File: config.mk
export PLATFORM = sky130hd
export DESIGN_NAME = imem_boot_loader
export DESIGN_NICKNAME = d
export VERILOG_FILES = /design/src/rtl/imem_boot_loader.sv
export SDC_FILE = /design/constraint.sdc
export NUM_CORES = 1
export LEC_CHECK = 0
export BUFFER_PORTS_ARGS = -buffer_cell sky130_fd_sc_hd__buf_4
export CAP_MARGIN = 0
export CORE_AREA = 2 2 112 114
export DETAILED_ROUTE_END_ITERATION = 10
export DIE_AREA = 0 0 114 116
export GPL_ROUTABILITY_DRIVEN = 0
export PLACE_DENSITY_LB_ADDON = 0.25
export SETUP_SLACK_MARGIN = 0.4
export SYNTH_ARGS = -nofsm -noshare
export SYNTH_HDL_FRONTEND = slang
export SYNTH_SLANG_ARGS = --single-unit
File: constraint.sdc
create_clock -name clk -period 2.4 [get_ports clk]
set_clock_uncertainty 0.15 [all_clocks]
set_input_delay 0.12 -clock clk [delete_from_list [all_inputs] [get_ports clk]]
set_output_delay 0.12 -clock clk [all_outputs]
set_load 0.02 [all_outputs]
File: src/rtl/imem_boot_loader.sv
// UART boot loader: parses one framed image (length, payload, checksum), writes
// little-endian words into text_mem and releases the CPU reset only on a valid image.
module imem_boot_loader #(
    parameter int ADDR_W      = 9,
    parameter int TIMEOUT_CYC = 5000000
) (
    input  logic              clk,
    input  logic              rst_n,
    input  logic              load_en,
    input  logic [7:0]        rx_data,
    input  logic              rx_done,
    output logic [ADDR_W-1:0] mem_waddr,
    output logic [31:0]       mem_wdata,
    output logic              mem_wren,
    output logic              cpu_rst_n,
    output logic              load_busy,
    output logic              load_done,
    output logic              load_err,
    output logic [ADDR_W:0]   word_cnt
);

    typedef enum logic [2:0] {
        IDLE,
        LEN_LO,
        LEN_HI,
        DATA,
        CSUM,
        DONE,
        ERR
    } state_t;

    localparam int                 TMR_W    = $clog2(TIMEOUT_CYC + 1);
    localparam logic [TMR_W-1:0]   TMR_LAST = TMR_W'(TIMEOUT_CYC - 1);
    localparam logic [TMR_W-1:0]   TMR_ONE  = TMR_W'(1);
    localparam logic [ADDR_W:0]    CNT_ONE  = (ADDR_W + 1)'(1);
    localparam logic [16:0]        CAPACITY = 17'(1) << ADDR_W;

    state_t             state, next_state;
    logic [7:0]         len_lo;
    logic [7:0]         sum;
    logic [ADDR_W:0]    n_words;
    logic [23:0]        byte_buf;
    logic [1:0]         byte_idx;
    logic [TMR_W-1:0]   timer;
    logic [15:0]        len_rx;
    logic               byte_ok;
    logic               timed;
    logic               timeout;
    logic               last_word;
    logic               len_too_big;

    // A falling load_en always beats a coincident byte strobe.
    assign byte_ok     = rx_done && load_en;
    assign len_rx      = {rx_data, len_lo};
    assign len_too_big = {1'b0, len_rx} > CAPACITY;
    assign timed       = (state == LEN_HI) || (state == DATA) || (state == CSUM);
    assign timeout     = timed && !rx_done && (timer == TMR_LAST);
    assign last_word   = (byte_idx == 2'd3) && ((word_cnt + CNT_ONE) == n_words);

    // NOTE: sequential state uses non-blocking (<=) so every flop samples pre-edge values.
    always_ff @(posedge clk) begin
        if (!rst_n) state <= IDLE;
        else        state <= next_state;
    end

    // NOTE: next_state gets a default first so no path leaves it unassigned (no latch).
    always_comb begin
        next_state = state;
        case (state)
            IDLE: begin
                if (load_en) next_state = LEN_LO;
            end
            LEN_LO: begin
                if (!load_en)     next_state = ERR;
                else if (rx_done) next_state = LEN_HI;
            end
            LEN_HI: begin
                if (!load_en || timeout) next_state = ERR;
                else if (rx_done) begin
                    if (len_too_big)        next_state = ERR;
                    else if (len_rx == '0)  next_state = CSUM;
                    else                    next_state = DATA;
                end
            end
            DATA: begin
                if (!load_en || timeout)       next_state = ERR;
                else if (rx_done && last_word) next_state = CSUM;
            end
            CSUM: begin
                if (!load_en || timeout) next_state = ERR;
                else if (rx_done)        next_state = (rx_data == sum) ? DONE : ERR;
            end
            DONE, ERR: begin
                if (!load_en) next_state = IDLE;
            end
            default: next_state = IDLE;
        endcase
    end

    always_ff @(posedge clk) begin
        if (!rst_n) begin
            mem_waddr <= '0;
            mem_wdata <= '0;
            mem_wren  <= 1'b0;
            cpu_rst_n <= 1'b0;
            load_busy <= 1'b0;
            load_done <= 1'b0;
            load_err  <= 1'b0;
            word_cnt  <= '0;
            len_lo    <= '0;
            sum       <= '0;
            n_words   <= '0;
            byte_buf  <= '0;
            byte_idx  <= '0;
            timer     <= '0;
        end else begin
            mem_wren <= 1'b0;

            if (timed && !rx_done) timer <= timer + TMR_ONE;
            else                   timer <= '0;

            if (state == IDLE && load_en) begin
                load_busy <= 1'b1;
                cpu_rst_n <= 1'b0;
                load_done <= 1'b0;
                load_err  <= 1'b0;
                word_cnt  <= '0;
                sum       <= '0;
                byte_idx  <= '0;
                byte_buf  <= '0;
            end

            if (state == LEN_LO && byte_ok) len_lo <= rx_data;
            if (state == LEN_HI && byte_ok) n_words <= len_rx[ADDR_W:0];

            if (state == DATA && byte_ok) begin
                sum      <= sum + rx_data;
                byte_idx <= byte_idx + 2'd1;
                byte_buf <= {rx_data, byte_buf[23:8]};
                if (byte_idx == 2'd3) begin
                    mem_wren  <= 1'b1;
                    mem_wdata <= {rx_data, byte_buf};
                    mem_waddr <= word_cnt[ADDR_W-1:0];
                    word_cnt  <= word_cnt + CNT_ONE;
                end
            end

            if (next_state == DONE && state != DONE) begin
                load_busy <= 1'b0;
                load_done <= 1'b1;
                cpu_rst_n <= 1'b1;
            end
            if (next_state == ERR && state != ERR) begin
                load_busy <= 1'b0;
                load_err  <= 1'b1;
                cpu_rst_n <= 1'b0;
            end
        end
    end

endmodule

# Word-level counts from Yosys, hierarchy flattened
# Cells that the tools add are included.
# word_totals
reg_bits	134
input_bits	12
elab_cells	89
# classes
add_sub_neg	4
order_cmp	1
eq_ne	14
mux	27
n_bitwise	1
reduce_logical	27
# ops
op	n
two-way mux 24 bit	2
two-way mux 3 bit	12
two-way mux 10 bit	3
adder 23 x 1 -> 23 bit (second input constant)	1
equality test 23 bit (second input constant)	1
one-hot mux 3 bit (6 select lines)	1
> comparator 16 x 10 -> 1 bit (second input constant)	1
logical NOT 16 bit	1
two-way mux 8 bit	2
equality test 3 bit (second input constant)	5
logical AND 1 bit	11
adder 10 x 1 -> 10 bit (second input constant)	1
equality test 10 bit	1
adder 8 bit	1
equality test 8 bit	1
equality test 3 x 2 -> 1 bit (second input constant)	2
two-way mux 2 bit	3
!= test 3 bit (second input constant)	2
AND reduction 2 bit	3
nonzero test 2 bit	3
two-way mux 1 bit	4
OR reduction 2 bit	2
equality test 3 x 1 -> 1 bit (second input constant)	1
logical NOT 3 bit	1
other kinds (6)	9

# Longest topological paths before layout
# Gate-level depths: netlist (run 1).
# logic_depth
ltp_word	11
ltp_mapped	9
mapped_depth_nobuf	9

# Worst setup path before layout (run 1)
# No wires, ideal clock.
# synth_timing
path_type	flip-flop to flip-flop
startpoint	register word_cnt[4]
endpoint	register load_busy
setup_time_ns	0.117
arrival_ns	2.330
required_time_ns	2.133
path_slack_ns	-0.197
path_stages_with_launch	10
n_path_buf	1
period_less_slack_ns	2.597
cell_sequence	dfxtp_1 buf_4 nand3_2 or4_1 a211o_1 o311ai_2 and3_1 o21ai_1 and4bb_1 and4b_1
# synth_via
elab_chain_cells	10
word_cells_on_any_way	12
classes_between	add/sub (1); eq/ne (3); mux (3); reduce/logical (5)
# synth_lines
element	line_no	source
from (decl)	19	output logic [ADDR_W:0] word_cnt
from (signal assigned)	144	word_cnt <= word_cnt + CNT_ONE;
adder 10 x 1 -> 10 bit *	58	assign last_word = (byte_idx == 2'd3) && ((word_cnt + CNT_ONE) == n_words);
equality test 10 bit *	58	
logical AND 1 bit *	58	
logical AND 1 bit *	87	else if (rx_done && last_word) next_state = CSUM;
two-way mux 3 bit *	87	
two-way mux 3 bit *	86	if (!load_en || timeout) next_state = ERR;
one-hot mux 3 bit (6 select lines) *	69	case (state)
equality test 3 bit (on tied branches)	148, 153	
logical AND 1 bit (on tied branches)	148, 153	
OR reduction 3 bit (no source line) *	--	
to (signal assigned)	106	load_busy <= 1'b0;
to (signal assigned)	149	load_busy <= 1'b0;
to (signal assigned)	154	load_busy <= 1'b0;
to (decl)	16	output logic load_busy,
# Every way passes the cells marked *; elsewhere a longest branch is shown, timed or not.
# A chain may end at the register's enable or synchronous reset.

# Final worst setup path (run 1)
# layout_timing
startpoint	register word_cnt[0]
endpoint	register cpu_rst_n
# layout_via
elab_chain_cells	10
word_cells_on_any_way	14
classes_between	add/sub (1); eq/ne (3); mux (4); reduce/logical (6)
# layout_lines
element	line_no	source
adder 10 x 1 -> 10 bit *	58	
equality test 10 bit *	58	
logical AND 1 bit *	58	
logical AND 1 bit *	87	
two-way mux 3 bit *	87	
two-way mux 3 bit *	86	
one-hot mux 3 bit (6 select lines) *	69	
equality test 3 bit (on tied branches)	148, 153	
logical AND 1 bit (on tied branches)	148, 153	
two-way mux 1 bit, or another cell as far along	148	if (next_state == DONE && state != DONE) begin
to (signal assigned)	105	cpu_rst_n <= 1'b0;
to (signal assigned)	151	cpu_rst_n <= 1'b1;
to (signal assigned)	156	cpu_rst_n <= 1'b0;
to (decl)	15	output logic cpu_rst_n,
# Marked as above.

==> results of run 1 <==
==> registers in the layout, summed over array words and instances (netlist names) <==
| signal | flops |
|---|---|
| state | 3 |
| n_words | 10 |
| byte_buf | 24 |
| mem_wdata | 32 |
| byte_idx | 2 |
| word_cnt | 10 |
| cpu_rst_n | 1 |
| mem_waddr | 9 |
| load_err | 1 |
| load_busy | 1 |
| load_done | 1 |
| timer | 23 |
| len_lo | 8 |
| mem_wren | 1 |
| sum | 8 |
==> metrics by stage <==
stage / cell area, um^2 / setup TNS, ps
after floorplan: 5930 / -2.28
after global placement: 6970 / -531
after detailed placement: 6970 / -862
after CTS: 7890 / -211
after global routing: 8150 / -663
final: 8150 / -332
==> routing by layer <==
metal	vias up	track usage [%]	share of wire [%]
li1	2754	-	-
met1	2704	28.8	42
met2	154	42.7	52
met3	36	5.23	4.1
met4	0	9.27	2.1
met5	-	0	0
==> synth_stat cells, types with 10 or more instances <==
cell,n
xnor2_1,19
xor2_1,15
nand2_1,160
dfxtp_1,134
a21boi_0,22
ha_1,10
nand3_1,50
o21ai_0,20
clkbuf_1,34
a21oi_1,91
nor2_1,45
==> worst paths after layout <==
kind | startpoint | end | slack (ps) | depth (start not counted)
worst max-delay path | word_cnt[0]$_SDFF_PN0_ | cpu_rst_n$_SDFFE_PP0P_ | -140 | 10
worst min-delay path | rx_data[1] | mem_wdata[25]$_SDFFE_PN0P_ | 10 | 4
worst max register to register | word_cnt[0]$_SDFF_PN0_ | cpu_rst_n$_SDFFE_PP0P_ | -140 | 10
worst min register to register | byte_buf[0]$_SDFFE_PN0P_ | mem_wdata[0]$_SDFFE_PN0P_ | 300 | 2
==> layout make-up <==
cell class / instances / area (um^2)
clock inverters: 13 / 105
fillers: 934 / 3760
repair buffers: 161 / 1290
inverters: 7 / 26.3
flip-flops and latches: 134 / 2710
clock buffers: 19 / 464
well taps: 147 / 184
multi-input cells: 540 / 3370
==> worst min-delay path, delay by kind of cell <==
kind	cells	cell delay (ps)
simple gates	1	60
compound gates	1	50
buf+inv	2	300
==> cells by family (layout without fill, tap and decap cells) <==
family,count (synthesis),in the layout,share of synthesized area (%)
buffers and inverters,51,200,3.46
AOI/OAI and AO/OA,159,159,16.1
adders and majority gates,11,11,2.48
DFF,134,134,45.8
and+or+nand+nor,327,327,25.6
muxes,9,9,1.54
xor gates and xnor gates,34,34,5.08
==> power breakdown <==
group | internal (uW) | switching, uW | leakage [uW]
combinational | 387 | 533 | 0.00170
clock | 1500 | 969 | 0.000279
sequential | 2280 | 37.9 | 0.00109
==> what timing repair did <==
action,4_1_cts,5_1_grt
setup buffers,9,6
resized for setup,36,48
endpoints found under the setup margin,21,81
pin swaps,25,23
hold buffers,9,0
hold endpoints to repair,51,0
==> results.yml, run 1 <==
run_status:
  status: "complete, but fails checks"
  violations: "setup timing"
synth:
  yosys_warnings: 0
  syn_area_mm2: 0.00586
  synth-edff-count: 0
  synth_cells: 725
  synthesis.nets: 748
  ys_seq_elements: 134
  yosys_most_used_dff: "dfxtp_1"
  synth_top_area_cell: "dfxtp_1"
  async_flop_share_pct: 0
  yosysSeqAreaShare_pct: 45.8
  synth_area_leaders: "dfxtp_1 46%, nand2_1 10%, a21oi_1 7.8%, nand3_1 4.3%, nor2_1 2.9%"
  yosysUniqueCellTypes: 58
  yosysTopAreaCellShare_pct: 45.8
  syn-mean-instance-area_um2: 8.09
die:
  dieArea_mm2: 0.0132
  io_pins: 68
  row_count: 40
  core_area_mm2: 0.0119
  die_y_um: 116
  initial_utilization_pct: 49.2
  die_width_um: 114
placement:
  place_hpwl_um: 10400
  numPlacedInstances: 965
  portBuffers: 67
  dpl_worst_slack_ps: -266
cts:
  clkSinkCount: 134
  clkLatencyLatePin_ps: 420
  cts_tree: "done"
  htreeDepth: 4
  clk_pin_slew_worst_paths_ps: 60
  cts_buffers: 17
  clk_path_buf_depth: 2
  clockRootBuffer: "clkbuf_16"
critical_path:
  critPathMaxStageDelay_ps: 440
  crit_chain: "buf_6 -> nand4_1 -> or4_1 -> a211o_1 -> o311ai_4 -> a21boi_4 -> a41oi_2 -> and4bb_1 -> buf_4 -> o211a_1"
  cp_max_fo: 3
  cp_num_buf_inv: 2
  cp.arrival_ps: 2700
  required_ps: 2560
  cpLargestDelayFamily: "compound AO/OA/AOI/OAI gates"
  path_class: "reg2reg"
  critPathSlowestCell: "or4_1"
  start_kind: "register"
  worstSetupEndpointType: "register"
global_routing:
  grt_usage_pct: 24.2
  antenna_found_initial: 0
  grt_pass1_vias: 5574
  overflow: 0
  grt_max_degree: 82
  grt_pass1_wl_um: 25700
final_layout:
  finalNonFillerCells: 1021
  drive_gt1_share_pct: 30.2
  areaGrowthSynthToFinish_pct: 39.0
  layout_commonest_cell: "nand2_1"
  diodes: 0
  utilization_pct: 68.4
  nNetsFinal: 884
  final_cell_mix: "156 x nand2_1, 142 x buf_4, 120 x dfxtp_1, 83 x a21oi_1, 47 x nand3_1"
detailed_routing:
  drt_iter0_drc: 298
  postRouteWirelength_um: 16100
  viasPerCell: 5.53
  drtPass1Iterations: 5
  vias: 5648
  drc: 0
  detail-route-antenna-nets: 0
  routedWlPerCell_um: 15.8
power_and_ir_drop:
  p_leak_uw: 0.00306
  ir_drop_mv: 0.505
  power.density_mw_per_mm2: 700
  p_total_uw: 5700
sta:
  hold_ws_ps: 9.54
  rsz0062_at_grt: "true"
  finalSetupViolCount: 3
  fmax_ghz: 0.394
  layout_setup_ws_ps: -140
  finalCritPeriodShare_pct: 106
  period_minus_slack_ps: 2540
  tightest_slew_ps: 507
  finalMaxSlewViolations: 0
  final-hold-violation-count: 0
  relSlewSlack_pct: 66.2
hold_path:
  hold_path_class: "in2reg"
run:
  cap_viol_max_count: 0
(Power assumes the default switching activity.)
==> run 2: changes to the inputs <==
Settings changed: ABC_AREA from default to 1, CORE_AREA 2 2 112 114 to 2 2 114 116, DIE_AREA 0 0 114 116 to 0 0 116 118, RECOVER_POWER from default to 25.
Clock period 2.4 ns to 3.02 ns, I/O delays scaled along.
==> run 2 against run 1 <==
  * The flow now finishes without violations
  * Largest cell class unchanged
  * Cell area fell by 12%
  * Highest routed layer unchanged
  * Non-clock buffer count is 78 lower
  * Maximum frequency grew 9.1%
  * Critical path type unchanged
==> results.yml, run 2 <==
run_status:
  status: "finished clean"
die:
  dieArea_mm2: 0.0137
  die_width_um: 116
  core_area_mm2: 0.0124
  initial_utilization_pct: 48.7
  io_pins: 68
  die_y_um: 118
  row_count: 41
global_routing:
  grt_pass1_vias: 4998
  grt_max_degree: 66
  grt_pass1_wl_um: 24200
  grt_usage_pct: 22.1
  overflow: 0
  antenna_found_initial: 0
placement:
  numPlacedInstances: 1044
  place_area_mm2: 0.00668
  portBuffers: 67
  place_hpwl_um: 9610
sta:
  finalCritPeriodShare_pct: 77.1
  relSlewSlack_pct: 45.6
  final-hold-violation-count: 0
  tns_ps: 0
  period_minus_slack_ps: 2330
  tightest_slew_ps: 817
  finalMaxSlewViolations: 0
  rsz0062_at_grt: "false"
  fmax_ghz: 0.429
  finalSetupViolCount: 0
final_layout:
  areaGrowthSynthToFinish_pct: 18.4
  utilization_pct: 57.7
  diodes: 0
  fill_cells: 1255
  stdcell_area_mm2: 0.00716
  drive_gt1_share_pct: 12.6
  nNetsFinal: 922
  largest_reg_flops: 32
  final_cell_mix: "226 x nand2_1, 134 x dfxtp_1, 79 x inv_1, 77 x a21oi_1, 72 x nand3_1"
  seqCellArea_mm2: 0.00268
  top_register: "mem_wdata"
  top_regs: "mem_wdata x32, byte_buf x24, timer x23"
  finalNonFillerCells: 1084
  layout_commonest_cell: "nand2_1"
  multi_input_area_mm2: 0.00289
cts:
  htreeDepth: 4
  clkLatencyLatePin_ps: 420
  cts_resized: 0
  clkSinkCount: 134
  clk_path_buf_depth: 2
  cts_hold_buf: 8
  cts_buffers: 17
  postCtsSetupRepairBufs: 0
  clockRootBuffer: "clkbuf_16"
  clk_pin_slew_worst_paths_ps: 60
  cts_tree: "done"
synth:
  yosysUniqueCellTypes: 42
  synthesis.nets: 854
  yosys_most_used_dff: "dfxtp_1"
  synth_area_leaders: "dfxtp_1 44%, nand2_1 14%, a21oi_1 6.4%, nand3_1 6.0%, inv_1 4.9%"
  syn_area_mm2: 0.00605
  ys_seq_elements: 134
  yosysMostFrequentCell: "nand2_1"
  async_flop_share_pct: 0
  yosys_warnings: 0
  synth_top_area_cell: "dfxtp_1"
  yosysTopAreaCellShare_pct: 44.3
  synth-edff-count: 0
  yosysSeqAreaShare_pct: 44.3
  synth_cells: 831
  ys_top_cells_by_count: "226 x nand2_1, 134 x dfxtp_1, 79 x inv_1"
  syn-mean-instance-area_um2: 7.28
power_and_ir_drop:
  p_leak_uw: 0.00287
  p_comb_share_pct: 12.8
  p_int_uw: 3230
  ir_drop_mv: 0.419
  seqPwrFrac_pct: 41.9
  swShare_pct: 28.4
  clock_power_share_pct: 45.3
  p_switching_uw: 1280
  power.density_mw_per_mm2: 629
detailed_routing:
  vias: 5416
  detail-route-antenna-nets: 0
  top_layer_used: "met4"
  drtPass1Iterations: 5
  dr_wl_met2_um: 6410
  route.met3.wl_um: 785
  routedWlPerCell_um: 13.2
  postRouteWirelength_um: 14300
  viasPerCell: 5.00
  drc: 0
  met1Wirelength_um: 6870
  drt_iter0_drc: 547
critical_path:
  required_ps: 3230
  path_class: "reg2reg"
  start_kind: "register"
  cp.arrival_ps: 2540
  cp_max_fo: 10
  worstSetupEndpointType: "register"
run:
  cap_viol_max_count: 0
hold_path:
  hold_path_class: "in2reg"
-- run 2: cell types whose count changed in the layout (fill, tap and decap cells not counted), sizes merged, moves of 14 or more --
cell and change:
a21boi -22, a21oi -14, buf -124, clkbuf +47, inv +82, nand2 +79, nand3 +26, nor2 +24
o21ai +28, xnor2 -16
-- run 2: kinds of logic after synthesis --
logic type      share of synthesized area [%]
simple gates                             32.5
flops                                    44.3
compound gates                           11.5
buf+inv                                  7.92
fa+ha+maj                                2.40
xor+xnor                                 1.30
-- run 2: final timing paths --
| check | startpoint | endpoint | slack, ps | cells past startpoint |
|---|---|---|---|---|
| worst max-delay path | word_cnt[0]$_SDFF_PN0_ | cpu_rst_n$_SDFFE_PP0P_ | 690 | 17 |
| worst min-delay path | rx_done | state[0]$_SDFF_PN0_ | 80 | 4 |
| worst max register to register | word_cnt[0]$_SDFF_PN0_ | cpu_rst_n$_SDFFE_PP0P_ | 690 | 17 |
| worst min register to register | byte_buf[0]$_SDFFE_PN0P_ | mem_wdata[0]$_SDFFE_PN0P_ | 300 | 2 |
-- run 2: area by class of cell --
| type | count | share of cell area [%] |
|---|---|---|
| flip-flops and latches | 134 | 37.5 |
| well taps | 172 | 3.00 |
| clock inverters | 13 | 2.08 |
| multi-input cells | 576 | 40.3 |
| clock buffers | 19 | 6.04 |
| inverters | 87 | 4.56 |
| repair buffers | 83 | 6.52 |
-- run 2: routing by layer --
layer | vias to the layer above | track usage, %
li1 | 2827 | -
met1 | 2459 | 30.5
met2 | 112 | 32.7
met3 | 18 | 6.95
met4 | 0 | 7.44
met5 | - | 0
-- run 2: critical path, cell delays in order (launching register included) --
cell and delay [ps]:
dfxtp_1 570, ha_1 290, nand2_2 100, nor2_1 120
nand2_1 60, nand2_1 70, nand2_2 70, nand2_1 60
nand3_1 70, nor2_2 90, nand3_2 110, nand2_1 80
nand2_1 60, nand2_2 90, nand2_2 50, nand3_2 70
nand2_1 60, nor2_2 90
-- run 2: stage by stage --
stage	power (uW)	hold WS (ps)	setup WS, ps
6_report	4510	76.3	691
5_1_grt	4710	124	492
4_1_cts	4550	64.4	714
3_5_place_dp	2500	270	752
3_3_place_gp	2490	260	769
2_1_floorplan	2350	104	983
-- run 2: power by group through the flow --
stage	logic, uW	registers, uW	clock network (uW)
CTS	585	1890	2070
global placement	568	1920	0
floorplan	431	1920	0
global route	653	1900	2160
finish	576	1890	2040
detailed placement	574	1930	0
==> run 3: changes to the inputs <==
Clock period 3.02 ns to 2.2 ns, I/O delays scaled along.
==> run 3 against run 2 <==
  * Cell count is 3.6% higher
  * Via count is 5.8% higher
  * Sequential power grew 37%
  * Power up 48%
  * Utilization increased by 6.7 points
  * Critical path depth decreased by 2
  * Maximum frequency is 11% higher
  * Global-route usage grew 0.48 points
  * Clock power up 45%
  * Routed wire length is 11% higher
  * Combinational power up 100%
  * Flip-flop and latch count stayed put
  * Critical path type unchanged
  * Highest routed layer unchanged
==> results.yml, run 3 (synthesized netlist as in run 2, its figures left out) <==
run_status:
  status: "finished clean"
power_and_ir_drop:
  p_total_uw: 6690
  swShare_pct: 28.4
  p_comb_share_pct: 17.2
  ir_drop_mv: 0.626
  power.density_mw_per_mm2: 838
  seqPwrFrac_pct: 38.7
  p_leak_uw: 0.00329
  p_int_uw: 4790
  clock_power_share_pct: 44.1
  p_switching_uw: 1900
sta:
  finalSetupViolCount: 0
  finalMaxSlewViolations: 0
  fmax_ghz: 0.477
  relSlewSlack_pct: 55.5
  tightest_slew_ps: 667
  hold_ws_ps: 3.01
  rsz0062_at_grt: "true"
  final-hold-violation-count: 0
  period_minus_slack_ps: 2100
  finalCritPeriodShare_pct: 95.3
die:
  core_area_mm2: 0.0124
  row_count: 41
  die_width_um: 116
  dieArea_mm2: 0.0137
  io_pins: 68
  die_y_um: 118
  initial_utilization_pct: 48.7
final_layout:
  diodes: 0
  stdcell_area_mm2: 0.00799
  top_regs: "mem_wdata x32, byte_buf x24, timer x23"
  largest_reg_flops: 32
  drive_gt1_share_pct: 24.1
  utilization_pct: 64.4
  final_cell_mix: "214 x nand2_1, 113 x dfxtp_1, 75 x a21oi_1, 74 x inv_1, 65 x nand3_1"
  fill_cells: 1098
  layout_commonest_cell: "nand2_1"
  multi_input_area_mm2: 0.00322
  seqCellArea_mm2: 0.00273
  finalNonFillerCells: 1123
  areaGrowthSynthToFinish_pct: 32.0
  nNetsFinal: 961
  top_register: "mem_wdata"
cts:
  clkSinkCount: 134
  cts_buffers: 17
  htreeDepth: 4
  clk_pin_slew_worst_paths_ps: 60
  cts_tree: "done"
  clkLatencyLatePin_ps: 430
  clk_path_buf_depth: 2
  clockRootBuffer: "clkbuf_16"
global_routing:
  grt_pass1_wl_um: 24500
  grt_pass1_vias: 5073
  overflow: 0
  antenna_found_initial: 0
  grt_max_degree: 66
  grt_usage_pct: 22.6
critical_path:
  cp.arrival_ps: 2320
  required_ps: 2420
  cp_max_fo: 7
  start_kind: "register"
  path_class: "reg2reg"
  worstSetupEndpointType: "register"
detailed_routing:
  drt_iter0_drc: 347
  vias: 5730
  drtPass1Iterations: 6
  viasPerCell: 5.10
  routedWlPerCell_um: 14.1
  drc: 0
  postRouteWirelength_um: 15800
  detail-route-antenna-nets: 0
placement:
  place_hpwl_um: 9550
  portBuffers: 67
  place_area_mm2: 0.00681
  numPlacedInstances: 1050
run:
  cap_viol_max_count: 0
hold_path:
  hold_path_class: "in2reg"
[run 3: changes by cell type in the layout (fill, tap and decap cells not counted), sizes merged]
| cell | change |
|---|---|
| clkinv | +1 |
| dlymetal6s4s | +1 |
| inv | +3 |
| clkinvlp | -3 |
| buf | +36 |
| bufinv | +1 |
[run 3: path summary, 6_finish.rpt]
check	depth (start not counted)	slack (ps)	to	startpoint
max	15	100	cpu_rst_n$_SDFFE_PP0P_	word_cnt[0]$_SDFF_PN0_
max reg2reg	15	100	cpu_rst_n$_SDFFE_PP0P_	word_cnt[0]$_SDFF_PN0_
min	5	3	sum[3]$_SDFFE_PN0P_	rx_data[3]
min reg2reg	1	280	byte_idx[0]$_SDFFE_PN0P_	byte_idx[0]$_SDFFE_PN0P_
[run 3: repair_timing]
action / 4_1_cts / 5_1_grt
resized for setup: 44 / 54
setup endpoints to repair: 106 / 110
pin swaps: 19 / 34
buffers inserted: 16 / 12
hold endpoints to repair: 27 / 0
cloned: 1 / 3
hold buffers: 9 / 0
[run 3: cell type report]
class | instances | share of cell area [%]
Tap cell | 172 | 2.69
Timing Repair Buffer | 122 | 11.1
Multi-Input combinational cell | 576 | 40.3
Clock inverter | 15 | 2.38
Inverter | 87 | 4.12
Sequential cell | 134 | 34.2
Clock buffer | 17 | 5.32
[run 3: worst max-delay path, cell delays in order (launching register included)]
cell and delay, ps:
dfxtp_4 370, ha_4 280, nor2_2 40, nor2_1 70
nand3_1 110, nor2_4 130, nand3_2 80, nor2_2 120
nand3_2 140, nand2_1 100, nand2_1 60, nand2_2 80
nand2_2 50, nand3_2 80, nand2_2 60, nor2_2 120
[run 3: power by group through the flow]
| stage | clock network (uW) | logic, uW | registers [uW] |
|---|---|---|---|
| 2_1_floorplan | 0 | 593 | 2630 |
| 3_3_place_gp | 0 | 858 | 2630 |
| 3_5_place_dp | 0 | 863 | 2630 |
| 4_1_cts | 3000 | 903 | 2580 |
| 5_1_grt | 3090 | 1240 | 2600 |
| 6_report | 2950 | 1150 | 2590 |
[run 3: metal layers]
layer	routed length, um	vias to the layer above	track usage, %
met2	7380	173	34.6
met1	7210	2623	30.7
met5	0	-	0
met4	291	0	9.08
met3	946	23	5.05
li1	-	2911	-
[run 3: per-stage QoR]
step	setup slack [ps]	setup TNS, ps
after global placement	124	0
after global routing	-7.61	-11.5
after floorplan	402	0
after detailed placement	143	0
after CTS	207	0
final	103	0
